`config.mk`:
```
export PLATFORM = sky130hd
export DESIGN_NAME = expiry_alarm_ctrl
export DESIGN_NICKNAME = d
export VERILOG_FILES = /design/src/rtl/expiry_alarm_ctrl.sv
export SDC_FILE = /design/constraint.sdc
export NUM_CORES = 1
export LEC_CHECK = 0
export ABC_AREA = 0
export ABC_CLOCK_PERIOD_IN_PS = 3250
export CAP_MARGIN = 20
export CORE_MARGIN = 3
export CORE_UTILIZATION = 55
export DETAILED_ROUTE_END_ITERATION = 12
export GPL_ROUTABILITY_DRIVEN = 0
export PLACE_DENSITY = 0.82
export SLEW_MARGIN = 20
export SYNTH_ARGS = -nofsm -noshare
export SYNTH_HDL_FRONTEND = slang
export SYNTH_SLANG_ARGS = --single-unit
```
`constraint.sdc`:
```
create_clock -name CLK -period 3.25 [get_ports CLK]
set_clock_uncertainty 0.1 [all_clocks]
set_input_delay 0.65 -clock CLK [delete_from_list [all_inputs] [get_ports CLK]]
set_output_delay 0.65 -clock CLK [all_outputs]
set_load 0.05 [all_outputs]
```
`src/rtl/expiry_alarm_ctrl.sv`:
```
// Expiry/alarm sequencer beside the countdown timer: buzzer burst pattern, display blink, ack/timeout exit.
// Build macro AUTO_REPEAT_EN: alarm exit reloads and restarts the timer instead of returning to idle.
module expiry_alarm_ctrl #(
    parameter int CNT_BITS        = 16,
    parameter int ALARM_TIMEOUT_S = 30,
    parameter int BEEP_ON_MS      = 100,
    parameter int BEEP_PERIOD_MS  = 250,
    parameter int BURST_BEEPS     = 3,
    parameter int BURST_PERIOD_MS = 1000
) (
    input  logic                CLK,
    input  logic                CLR,
    input  logic                CE,
    input  logic                MS_CE,
    input  logic                S_CE,
    input  logic [CNT_BITS-1:0] SECS,
    input  logic                IS_RUNNING,
    input  logic                BTN_ACK,
    output logic                ALARM,
    output logic                BUZZER,
    output logic                DISP_BLANK,
    output logic                RELOAD,
    output logic [CNT_BITS-1:0] RELOAD_VAL,
    output logic                START_REQ
);
    localparam int MS_W = $clog2(BURST_PERIOD_MS + 1);
    localparam int BP_W = $clog2(BEEP_PERIOD_MS + 1);
    localparam int TO_W = $clog2(ALARM_TIMEOUT_S + 1);

    localparam logic [MS_W-1:0] MS_LAST  = MS_W'(BURST_PERIOD_MS - 1);
    localparam logic [MS_W-1:0] BURST_ON = MS_W'(BURST_BEEPS * BEEP_PERIOD_MS);
    localparam logic [MS_W-1:0] MS_HALF  = MS_W'(BURST_PERIOD_MS / 2);
    localparam logic [BP_W-1:0] BP_LAST  = BP_W'(BEEP_PERIOD_MS - 1);
    localparam logic [BP_W-1:0] BEEP_ON  = BP_W'(BEEP_ON_MS);
    localparam logic [TO_W-1:0] TO_LAST  = TO_W'(ALARM_TIMEOUT_S - 1);

`ifdef AUTO_REPEAT_EN
    typedef enum logic [2:0] {S_IDLE, S_ARMED, S_PAUSED, S_ALARM, S_RELOAD, S_START, S_WAIT} state_t;
`else
    typedef enum logic [1:0] {S_IDLE, S_ARMED, S_PAUSED, S_ALARM} state_t;
`endif

    state_t              state;
    logic                run_q;
    logic [CNT_BITS-1:0] reload_val;
    logic [MS_W-1:0]     ms_pos, ms_nxt;
    logic [BP_W-1:0]     beep_pos, beep_nxt;
    logic [TO_W-1:0]     to_cnt;
    logic                alarm_q, buzzer_q, blank_q;
    logic                rise, fall, alarm_exit, buzz_nxt, blank_nxt;

    assign rise       = IS_RUNNING & ~run_q;
    assign fall       = ~IS_RUNNING & run_q;
    assign alarm_exit = BTN_ACK | (S_CE & (to_cnt == TO_LAST));

    // Pattern outputs are registered from the post-tick positions so they track the counters.
    always_comb begin
        ms_nxt   = ms_pos;
        beep_nxt = beep_pos;
        if (MS_CE) begin
            ms_nxt   = (ms_pos == MS_LAST) ? '0 : ms_pos + 1'b1;
            beep_nxt = (beep_pos == BP_LAST) ? '0 : beep_pos + 1'b1;
        end
        buzz_nxt  = (ms_nxt < BURST_ON) & (beep_nxt < BEEP_ON);
        blank_nxt = (ms_nxt >= MS_HALF);
    end

`ifdef AUTO_REPEAT_EN
    logic reload_q, start_q;
    assign RELOAD    = reload_q;
    assign START_REQ = start_q;
`else
    assign RELOAD    = 1'b0;
    assign START_REQ = 1'b0;
`endif

    always_ff @(posedge CLK or negedge CLR) begin
        if (!CLR) begin
            state      <= S_IDLE;
            run_q      <= 1'b0;
            reload_val <= '0;
            ms_pos     <= '0;
            beep_pos   <= '0;
            to_cnt     <= '0;
            alarm_q    <= 1'b0;
            buzzer_q   <= 1'b0;
            blank_q    <= 1'b0;
`ifdef AUTO_REPEAT_EN
            reload_q   <= 1'b0;
            start_q    <= 1'b0;
`endif
        end else begin
`ifdef AUTO_REPEAT_EN
            // Handshake pulses drop after one cycle even while CE holds everything else.
            reload_q <= 1'b0;
            start_q  <= 1'b0;
`endif
            if (CE) begin
                run_q <= IS_RUNNING;
                case (state)
                    S_IDLE: if (rise && SECS != '0) begin
                        reload_val <= SECS;
                        state      <= S_ARMED;
                    end
                    S_ARMED: if (fall) begin
                        if (SECS == '0) begin
                            state    <= S_ALARM;
                            ms_pos   <= '0;
                            beep_pos <= '0;
                            to_cnt   <= '0;
                            alarm_q  <= 1'b1;
                            buzzer_q <= (BURST_ON != '0) && (BEEP_ON != '0);
                            blank_q  <= (MS_HALF == '0);
                        end else begin
                            state <= S_PAUSED;
                        end
                    end
                    S_PAUSED: begin
                        if (rise)         state <= S_ARMED;
                        else if (BTN_ACK) state <= S_IDLE;
                    end
                    S_ALARM: begin
                        if (alarm_exit) begin
                            alarm_q  <= 1'b0;
                            buzzer_q <= 1'b0;
                            blank_q  <= 1'b0;
`ifdef AUTO_REPEAT_EN
                            state    <= S_RELOAD;
                            reload_q <= 1'b1;
`else
                            state    <= S_IDLE;
`endif
                        end else begin
                            ms_pos   <= ms_nxt;
                            beep_pos <= beep_nxt;
                            buzzer_q <= buzz_nxt;
                            blank_q  <= blank_nxt;
                            if (S_CE) to_cnt <= to_cnt + 1'b1;
                        end
                    end
`ifdef AUTO_REPEAT_EN
                    S_RELOAD: begin
                        state   <= S_START;
                        start_q <= 1'b1;
                    end
                    S_START: state <= S_WAIT;
                    S_WAIT: begin
                        // Timer already running on entry to ARMED: suppress a false rise.
                        if (IS_RUNNING) begin
                            state <= S_ARMED;
                            run_q <= 1'b1;
                        end else if (BTN_ACK) begin
                            state <= S_IDLE;
                        end
                    end
`endif
                    default: state <= S_IDLE;
                endcase
            end
        end
    end

    assign ALARM      = alarm_q;
    assign BUZZER     = buzzer_q;
    assign DISP_BLANK = blank_q;
    assign RELOAD_VAL = reload_val;
endmodule
```
## After elaboration in Yosys (flattened, before gate mapping)

Index checks and enable logic that the tools add are counted.

- Bits in registers: 45
- Input bits: 23
- Logic and storage cells: 80

- Add/subtract/negate cells: 3
- Order comparisons: 3
- Eq/ne operators: 13
- Mux-type cells: 34
- Bitwise gates (word level): 7
- Reductions and logical operators: 11

Operator list:

| kind | number |
|---|---|
| 10-bit 2-to-1 mux | 5 |
| 8-bit 2-to-1 mux | 5 |
| 5-bit 2-to-1 mux | 4 |
| 10-bit one-hot mux with 2 select lines | 1 |
| 16-bit logical NOT | 1 |
| 8-bit one-hot mux with 2 select lines | 1 |
| 16-bit nonzero test | 1 |
| 5-bit AND reduction | 3 |
| 2-bit != test, second input constant | 6 |
| 10-bit by 1-bit adder with 10-bit output, second input constant | 1 |
| 10-bit == test, second input constant | 1 |
| 10-bit by 9-bit >= comparator with 1-bit output, second input constant | 1 |
| 10-bit less-than comparator, second input constant | 1 |
| 2-bit 2-to-1 mux | 5 |
| 5-bit one-hot mux with 2 select lines | 1 |
| 8-bit by 1-bit adder with 8-bit output, second input constant | 1 |
| 8-bit == test, second input constant | 1 |
| 8-bit by 7-bit less-than comparator with 1-bit output, second input constant | 1 |
| 1-bit 2-to-1 mux | 8 |
| 2-bit one-hot mux with 4 select lines | 1 |
| 1-bit one-hot mux with 2 select lines | 3 |
| 6-bit AND reduction | 1 |
| 5-bit by 1-bit adder with 5-bit output, second input constant | 1 |
| 5-bit == test, second input constant | 1 |
| 11 further kinds | 16 |

## Logic depth before layout (Yosys ltp)

- Depth in word-level cells: 7
- Mapped depth: 9
- Depth with buffers taken out: 8

## Worst setup path before layout

OpenSTA, ideal clock, no wires.

- Kind: in2reg
- Start point: input SECS[10]
- End point: register buzzer_q (netlist: BUZZER)
- Arrival time: 2.052 ns
- Required time: 3.058 ns
- Slack: 1.007 ns
- Stages on the path: 5
- Path buffers: 0
- Cell sequence: nor4_1 > a41o_1 > nand2_1 > or4b_1 > o31ai_2

- Cells in the longest elaborated chain, start to end: 3

Ends and longest elaborated chain:

| element | line | text |
|---|---|---|
| start, declared | 16 | `input logic [CNT_BITS-1:0] SECS,` |
| 16-bit logical NOT | 106 | `if (SECS == '0) begin` |
| 2-bit != test (no source line) | - |  |
| 4-bit AND reduction (no source line) | - |  |
| end signal, assigned | 112 | `buzzer_q <= (BURST_ON != '0) && (BEEP_ON != '0);` |
| end signal, assigned | 136 | `buzzer_q <= buzz_nxt;` |
| end, declared | 49 | `logic alarm_q, buzzer_q, blank_q;` |

Every way passes these cells.
A chain may end at the register's enable or synchronous reset.

## Worst setup path in the final report

- Start point: input SECS[1]
- End point: register beep_pos[1]

- Cells in the longest elaborated chain, start to end: 3

Ends and longest elaborated chain:

| element | line | text |
|---|---|---|
| 16-bit logical NOT | 106 |  |
| 2-bit != test (no source line) | - |  |
| 5-bit AND reduction (no source line) | - |  |
| end signal, assigned | 135 | `beep_pos <= beep_nxt;` |
| end, declared | 47 | `logic [BP_W-1:0] beep_pos, beep_nxt;` |

Every way passes these cells.

==> results by group <==
Setup path
  – Crit. Startpoint: SECS[1]
  – R2R depth: 9
  – End of the critical path: beep_pos[1]
  – Reg2reg end: ms_pos[0]
  – CP Capture Type: flop
  – R2r setup slk: 0.61 ns
  – Critical path class: primary input to flop
  – Critical Path Fanout Max: 13
  – CP startpoint kind: primary input
  – WP data required: 3.36 ns
  – Arrival time worst endpoint: 2.91 ns
  – Worst R2R Start: to_cnt[1]

CTS
  – Hold bufs inserted after CTS: 0
  – Root Buffer: clkbuf_8
  – Max H-tree Level: 2
  – Clk Latency, worst-skew pair: 0.30 ns
  – Buffer count from post-CTS setup fixing: 0
  – Reg clk slew, reported paths: 0.08 ns
  – PostCTS Resize Cnt: 0
  – Total CTS buffers: 5
  – CTS tree: yes
  – Clk buf depth: 2
  – CTS sink count: 45

Run status
  – Status: completed

Drt
  – DR pass1 iterations: 5
  – Routed Antenna Nets: 0
  – Detailed Route WL: 6.321 mm
  – DRC violations left: 0
  – Initial DRC Count: 175
  – WL/cell: 16.17 um
  – Routed vias: 2377
  – Vias per inst: 6.079

Power and ir drop
  – Total power: 1761 uW
  – Power per cell area: 547.8 mW/mm2
  – VDD IR-drop max: 319.0 uV
  – Leak: 0.001287 uW

Placed design
  – Dpl cells: 383
  – Final HPWL DP: 4.608 mm
  – Post-placement cell area: 0.003132 mm2
  – I/O Buffers: 41

Global route
  – Initial antenna violation count: 0
  – First-pass GRT wire length: 10.97 mm
  – GRT Total Usage: 23.06%
  – Largest net degree at the start of global routing: 46
  – GRT overflow: 0
  – Vias in the first global route: 2240

Finish
  – Share of layout cells above drive strength 1: 11.66%
  – Ant diodes: 0
  – P&R area growth vs syn: 18.71%
  – Final instance area: 0.003216 mm2
  – Non-filler instance count after layout: 391
  – Post-route core utilization: 70.45%
  – Fin nets: 353

Logic synthesis
  – Post-synthesis simple-gate area fraction: 21.29%
  – Adder-cell share of the synthesized area: 2.309%
  – Multiplexer share of the synthesized area: 7.852%
  – Leading register cell type out of synthesis: dfrtp_1
  – Largest family of logic cells by synthesized area: simple AND/OR/NAND/NOR gates
  – Fraction of registers with async set/reset: 100.0%
  – Syn Std Cell Area: 0.002709 mm2
  – Sequential element share of the synthesized area: 41.57%
  – Mean Syn Cell Area: 9.277 um2
  – Syn. warnings: 0
  – Area fraction in compound gates after synthesis: 19.45%
  – Post-Synthesis Cells: 292
  – Number of distinct library cells after synthesis: 62
  – Post-Synth XOR/XNOR Area: 2.263%
  – Count of state elements after synthesis: 45
  – Post-synth EDFFs: 0

Die
  – Die area: 0.005803 mm2
  – Row count: 24
  – Die width: 76.18 um
  – Initial Util: 59.35%
  – CORE AREA: 0.004564 mm2
  – I/O pin count: 44
  – DIE HEIGHT: 76.18 um

STA
  – TNS Setup: 0 ns
  – Fmax: 0.3580 GHz
  – Worst Tran Pin Value: 0.9878 ns
  – Fin. max-slew vios: 0
  – Tcrit/Tclk final: 85.96%
  – Fin. Hold Viols: 0
  – Rel. slew slack: 34.15%
  – Post-route minimum period: 2.794 ns
  – # setup viols final: 0
  – RSZ-0062 raised after global routing: false

Flow run
  – Number of max-cap violations: 0

Worst hold path
  – Worst hold path class: primary input to async pin
[placed cells by master, fill, tap and decap left out, types with 7 or more instances in the layout]
master / instances
nand4_1: 8
o21ai_0: 22
dfrtp_1: 45
o31ai_1: 7
nor2_1: 19
clkdlybuf4s50_1: 40
and3_1: 7
mux2_2: 18
a21oi_1: 16
nand2_1: 24
nand3_1: 12
inv_1: 9
[cell usage after synthesis (2+ instances only)]
cell / instances / area share (%)
nor2b_1: 2 / 0.46
o41ai_1: 2 / 0.65
xor2_1: 2 / 0.65
nor2_1: 19 / 2.6
o21bai_1: 2 / 0.55
nand3_1: 12 / 2.2
a2111oi_0: 2 / 0.65
o31ai_1: 7 / 1.9
nand2b_1: 5 / 1.2
a32oi_1: 2 / 0.65
clkbuf_1: 11 / 1.5
nand4_1: 8 / 1.8
inv_1: 9 / 1.2
a211o_1: 2 / 0.65
buf_2: 5 / 0.92
nor4_1: 6 / 1.4
or3_1: 2 / 0.46
mux2_2: 18 / 7.5
xnor2_1: 5 / 1.6
a22o_1: 3 / 0.97
dfrtp_1: 45 / 42
o21ai_0: 22 / 4.1
a21oi_1: 16 / 3.0
o211ai_1: 2 / 0.55
ha_1: 5 / 2.3
and3_1: 7 / 1.6
nand3b_1: 3 / 0.83
nand2_1: 24 / 3.3
and2_1: 3 / 0.69
buf_4: 3 / 0.83
nor3_1: 6 / 1.1
o22ai_1: 2 / 0.46
[metal layers]
metal / part of all wire [%] / vias up / routed length, um / track usage (%)
li1: - / 1144 / - / -
met1: 45 / 1142 / 2841 / 30.69
met2: 48 / 83 / 3049 / 38.39
met3: 5.8 / 8 / 365 / 5.556
met4: 1.0 / 0 / 64 / 5.072
met5: 0 / - / 0 / 0
[sequential cells by signal, indices dropped and copies added (netlist names)]
signal / cells
run_q: 1
DISP_BLANK: 1
RELOAD_VAL: 16
ALARM: 1
BUZZER: 1
to_cnt: 5
state: 2
ms_pos: 10
beep_pos: 8
[report_power, final]
| part | internal (uW) | leakage (uW) | switching, uW |
|---|---|---|---|
| Clock | 152 | 0.0000385 | 186 |
| Combinational | 258 | 0.000663 | 438 |
| Sequential | 661 | 0.000585 | 65.5 |
[worst min-delay path by stage]
stage                              from             end  slack [ns]  cells past startpoint
after global placement    RELOAD_VAL[9]   RELOAD_VAL[9]        0.39                      1
after CTS                 RELOAD_VAL[9]   RELOAD_VAL[9]        0.41                      1
after detailed placement  RELOAD_VAL[9]   RELOAD_VAL[9]        0.40                      1
after floorplan                     CLR           ALARM        0.25                      0
after global routing      RELOAD_VAL[2]   RELOAD_VAL[2]        0.43                      1
final                               CLR  RELOAD_VAL[10]        0.40                      1
[logic make-up (layout without fill, tap and decap cells)]
family,count (synthesis),count (layout)
compound gates,78,78
xor+xnor,7,7
fa+ha+maj,5,5
buf+inv,30,63
flops,45,45
mux,19,19
other cells,1,2
simple gates,107,107
[area by class of cell]
type	count	area, um2
inverter	9	33.78
multi-input combinational	218	1448
sequential	45	1126
clock buffer	7	76.32
timing repair buffer	46	442.9
tap	65	81.33
fill	374	1349
clock inverter	1	7.507
[worst max-delay path, cell delays in order]
cell and delay (ns):
clkdlybuf4s50_1 0.42, nor4_1 0.48, a41o_1 0.27, a32oi_1 0.31
buf_4 0.31, a21o_1 0.22, o31ai_1 0.23
[metrics by stage]
step | setup WS (ns) | hold slack, ns
after CTS | 0.4789 | 0.4148
after global routing | 0.2286 | 0.4329
after global placement | 0.2527 | 0.3887
after floorplan | 1.007 | 0.2544
final | 0.4564 | 0.4048
after detailed placement | 0.1679 | 0.3956
Note: power is estimated with default switching activity, not from simulation.
